===== config.mk =====
export PLATFORM = sky130hd
export DESIGN_NAME = uart_tx
export DESIGN_NICKNAME = d
export VERILOG_FILES = /design/src/rtl/uart_tx.sv
export SDC_FILE = /design/constraint.sdc
export NUM_CORES = 1
export LEC_CHECK = 0
export BUFFER_PORTS_ARGS = -buffer_cell sky130_fd_sc_hd__buf_4
export CAP_MARGIN = 20
export CORE_MARGIN = 8
export CORE_UTILIZATION = 55
export CTS_CLUSTER_DIAMETER = 40
export CTS_CLUSTER_SIZE = 8
export DETAILED_ROUTE_END_ITERATION = 7
export PLACE_DENSITY = 0.71
export SYNTH_ARGS = -nofsm -noshare
export SYNTH_HDL_FRONTEND = slang
export SYNTH_SLANG_ARGS = --single-unit

===== constraint.sdc =====
create_clock -name i_Clock -period 3.9 [get_ports i_Clock]
set_input_delay 0.585 -clock i_Clock [delete_from_list [all_inputs] [get_ports i_Clock]]
set_output_delay 0.585 -clock i_Clock [all_outputs]
set_load 0.005 [all_outputs]

===== src/rtl/uart_tx.sv =====
// UART transmitter with 8N1 framing and a one-entry holding register.
// The holding register lets frames go out back-to-back with a single idle cycle between them.
module uart_tx #(
    parameter int CLKS_PER_BIT = 217
) (
    input  logic       i_Clock,
    input  logic       i_Rst_L,
    input  logic       i_TX_DV,
    input  logic [7:0] i_TX_Byte,
    output logic       o_TX_Ready,
    output logic       o_TX_Active,
    output logic       o_TX_Serial,
    output logic       o_TX_Done
);

    localparam int CNT_W = $clog2(CLKS_PER_BIT);
    localparam logic [CNT_W-1:0] CNT_MAX = CNT_W'(CLKS_PER_BIT - 1);

    typedef enum logic [2:0] {
        IDLE,
        START,
        DATA,
        STOP,
        CLEANUP
    } state_t;

    state_t           state;
    logic [CNT_W-1:0] clk_cnt;
    logic [2:0]       bit_idx;
    logic [7:0]       shift_reg;
    logic [7:0]       hold_reg;
    logic             hold_full;
    logic             accept;
    logic             bit_end;
    logic             in_frame;

    assign o_TX_Ready = ~hold_full;
    assign accept     = i_TX_DV & ~hold_full;
    assign bit_end    = (clk_cnt == CNT_MAX);
    assign in_frame   = (state == START) || (state == DATA) || (state == STOP);

    always_ff @(posedge i_Clock or negedge i_Rst_L) begin
        if (!i_Rst_L) begin
            state       <= IDLE;
            clk_cnt     <= '0;
            bit_idx     <= '0;
            shift_reg   <= '0;
            hold_reg    <= '0;
            hold_full   <= 1'b0;
            o_TX_Serial <= 1'b1;
            o_TX_Active <= 1'b0;
            o_TX_Done   <= 1'b0;
        end else begin
            o_TX_Done <= 1'b0;

            // A byte offered while a frame is on the line waits in the holding register.
            if (accept && in_frame) begin
                hold_reg  <= i_TX_Byte;
                hold_full <= 1'b1;
            end

            case (state)
                IDLE: begin
                    o_TX_Serial <= 1'b1;
                    o_TX_Active <= 1'b0;
                    clk_cnt     <= '0;
                    bit_idx     <= '0;
                    if (accept) begin
                        shift_reg   <= i_TX_Byte;
                        state       <= START;
                        o_TX_Serial <= 1'b0;
                        o_TX_Active <= 1'b1;
                    end
                end

                START: begin
                    if (bit_end) begin
                        clk_cnt     <= '0;
                        bit_idx     <= '0;
                        state       <= DATA;
                        o_TX_Serial <= shift_reg[0];
                    end else begin
                        clk_cnt <= clk_cnt + CNT_W'(1);
                    end
                end

                DATA: begin
                    if (bit_end) begin
                        clk_cnt <= '0;
                        if (bit_idx == 3'd7) begin
                            state       <= STOP;
                            o_TX_Serial <= 1'b1;
                        end else begin
                            bit_idx     <= bit_idx + 3'd1;
                            o_TX_Serial <= shift_reg[bit_idx + 3'd1];
                        end
                    end else begin
                        clk_cnt <= clk_cnt + CNT_W'(1);
                    end
                end

                STOP: begin
                    if (bit_end) begin
                        clk_cnt     <= '0;
                        state       <= CLEANUP;
                        o_TX_Active <= 1'b0;
                        o_TX_Done   <= 1'b1;
                        o_TX_Serial <= 1'b1;
                    end else begin
                        clk_cnt <= clk_cnt + CNT_W'(1);
                    end
                end

                CLEANUP: begin
                    clk_cnt <= '0;
                    bit_idx <= '0;
                    // A queued byte wins over a fresh strobe; Ready is low then, so none can arrive.
                    if (hold_full) begin
                        shift_reg   <= hold_reg;
                        hold_reg    <= '0;
                        hold_full   <= 1'b0;
                        state       <= START;
                        o_TX_Serial <= 1'b0;
                        o_TX_Active <= 1'b1;
                    end else if (accept) begin
                        shift_reg   <= i_TX_Byte;
                        state       <= START;
                        o_TX_Serial <= 1'b0;
                        o_TX_Active <= 1'b1;
                    end else begin
                        state       <= IDLE;
                        o_TX_Serial <= 1'b1;
                        o_TX_Active <= 1'b0;
                    end
                end

                default: begin
                    state       <= IDLE;
                    clk_cnt     <= '0;
                    bit_idx     <= '0;
                    o_TX_Serial <= 1'b1;
                    o_TX_Active <= 1'b0;
                end
            endcase
        end
    end

endmodule


==> flow_summary.json <==
{
  "synth_top_area_cell": "dfrtp_1",
  "finalSetupTns_ps": 0,
  "hpwlAfterDp_um": 2430,
  "synth_most_common_cell": "dfrtp_1",
  "hold_violations": 0,
  "grt_pass1_wl_um": 6020,
  "ys_ff_latch": 34,
  "synth.top_cell.area_share_pct": 48.0,
  "reg2reg_from": "state[2]",
  "syn-num-nets": 175,
  "fin_crit_ps": 2020,
  "irDropWorstVdd_uv": 231,
  "power.density_nw_per_um2": 314,
  "drt_iter0_markers": 135,
  "period_share_pct": 51.9,
  "synthFlopType": "dfrtp_1",
  "first_pass_iters": 6,
  "finalSetupViolCount": 0,
  "wire_per_inst_um": 15.3,
  "die_h_um": 72.0,
  "cts_tree": "done",
  "cts_sinks": 34,
  "core_area_um2": 3030,
  "ys_top_cells_by_area": "dfrtp_1, mux2i_1, a222oi_1",
  "grt.overflow.total": 0,
  "post-cts-setup-buffers": 0,
  "r2r_slack_ps": 1880,
  "hold_buffers": 0,
  "required_ps": 4170,
  "startpoint_type": "register",
  "synth_warnings": 0,
  "syn_to_final_growth_pct": 10.3,
  "antenna_cells": 0,
  "rsz0062_at_grt": "false",
  "cts_buffers": 5,
  "grt_use_total_pct": 14.7,
  "critical-path-max-stage-delay_ps": 670,
  "via_count": 1253,
  "clk-insertion-delay-late_ps": 330,
  "drc": 0,
  "max_slew.worst_pin.slew_ps": 608,
  "gp_congestion": 0.782,
  "cp_slowest_cell": "dfrtp_1",
  "grt_max_degree": 35,
  "clk_path_buf_depth": 2,
  "final_layout_size_suffix_gt1_share_pct": 17.7,
  "h-tree-depth": 2,
  "nNetsFinal": 189,
  "hold_class": "in2async",
  "drv_cap": 0,
  "relSlewSlack_pct": 59.3,
  "via_per_inst": 5.72,
  "async_flop_share_pct": 100,
  "rows": 20,
  "drt-total-wl_um": 3350,
  "cts-root-buf": "clkbuf_4",
  "critical_path_class": "reg2reg",
  "pre_cts_slack_ps": 1900,
  "critPathMaxFanout": 16,
  "ys_types": 38,
  "fmax_mhz": 494,
  "path_clk_slew_ps": 100,
  "reg2reg_to": "shift_reg[7]",
  "p_leak_nw": 0.855,
  "antenna_found_initial": 0,
  "rr_worst_depth": 4,
  "synth_cells": 160,
  "die-area_um2": 5180,
  "end_kind": "register",
  "io_pins": 15,
  "start_util_pct": 56.9,
  "post_cts_resized": 0,
  "yosysSeqAreaShare_pct": 49.5,
  "grt_pass1_vias": 1325,
  "final_antenna_net_count": 0,
  "synth-edff-count": 0,
  "setup_slack_ps": 1880,
  "cp.arrival_ps": 2290,
  "syn-cell-area_um2": 1720,
  "cp_common_cell": "inv_1",
  "skew_ps": 2.33,
  "io_buffers": 14,
  "status": "finished clean",
  "synth_top_cells_by_count": "dfrtp_1, nor2_1, inv_1",
  "maxSlewViolCount": 0,
  "die_w_um": 72.0,
  "cp_cell_sequence": "inv_1 -> nor3_4 -> a222oi_1 -> inv_1",
  "syn-mean-instance-area_um2": 10.8
}
-- layout by cell type, fill, tap and decap left out, drive strengths merged, types with 2 or more instances in the layout --
cell type  instances
a21oi              5
buf               14
xor2               3
o22ai              2
nand3              5
clkbuf             8
a222oi             8
a31o               2
or3                3
ha                 4
o31ai              3
inv               15
nor2              21
o21ai              5
mux2i              9
xnor2              2
nor3               8
dfrtp             33
nand2b             3
nand2              7
o211ai             2
mux2               2
-- worst max-delay path: cells and delay by family, from the launching register on --
family / cells / cell delay (ps)
AOI/OAI and AO/OA: 1 / 230
buffers and inverters: 2 / 460
DFF: 1 / 670
and+or+nand+nor: 1 / 600
-- routing by layer --
| metal | share of wire, % | track usage, % |
|---|---|---|
| met1 | 47 | 18.8 |
| met2 | 46 | 23.2 |
| met3 | 5.3 | 3.72 |
| met4 | 1.2 | 6.12 |
| met5 | 0 | 0 |
-- cell families (layout without fill, tap and decap cells) --
family,after synthesis,after routing,share of synthesized area [%]
AND/OR/NAND/NOR,52,52,17.4
flip-flops,34,34,49.5
XOR/XNOR,5,5,2.54
AO/OA/AOI/OAI,31,31,14.1
buffers and inverters,22,37,5.67
multiplexers,12,12,7.85
adder cells (fa/ha/maj),4,4,2.91
-- per-stage QoR --
step	hold slack, ps	utilization, %	area [um^2]	power [W]	instances
2_1_floorplan	289	-	1720	0.000382	160
3_3_place_gp	471	60.8	1840	0.000400	211
3_5_place_dp	481	60.8	1840	0.000401	211
4_1_cts	193	62.7	1900	0.000600	219
5_1_grt	201	62.7	1900	0.000620	219
6_report	177	62.7	1900	0.000596	219
-- layout make-up --
cell class,count,area (um^2)
Multi-Input combinational cell,104,772
Clock buffer,8,58.8
Timing Repair Buffer,14,105
Fill cell,250,1130
Tap cell,44,55.1
Inverter,15,56.3
Sequential cell,34,852
-- how the worst max path moves through the flow --
stage / start / end / slack (ps)
floorplan: bit_idx[0] / o_TX_Serial / 2010
global placement: bit_idx[0] / o_TX_Serial / 1970
detailed placement: bit_idx[0] / o_TX_Serial / 1900
CTS: bit_idx[0] / o_TX_Serial / 1890
global route: state[2] / shift_reg[7] / 1710
finish: state[2] / shift_reg[7] / 1880
-- power by group --
part           internal [W]  switching [W]
sequential         0.000361     0.00000522
combinational     0.0000137      0.0000141
clock             0.0000890       0.000113
(Power assumes the default switching activity.)
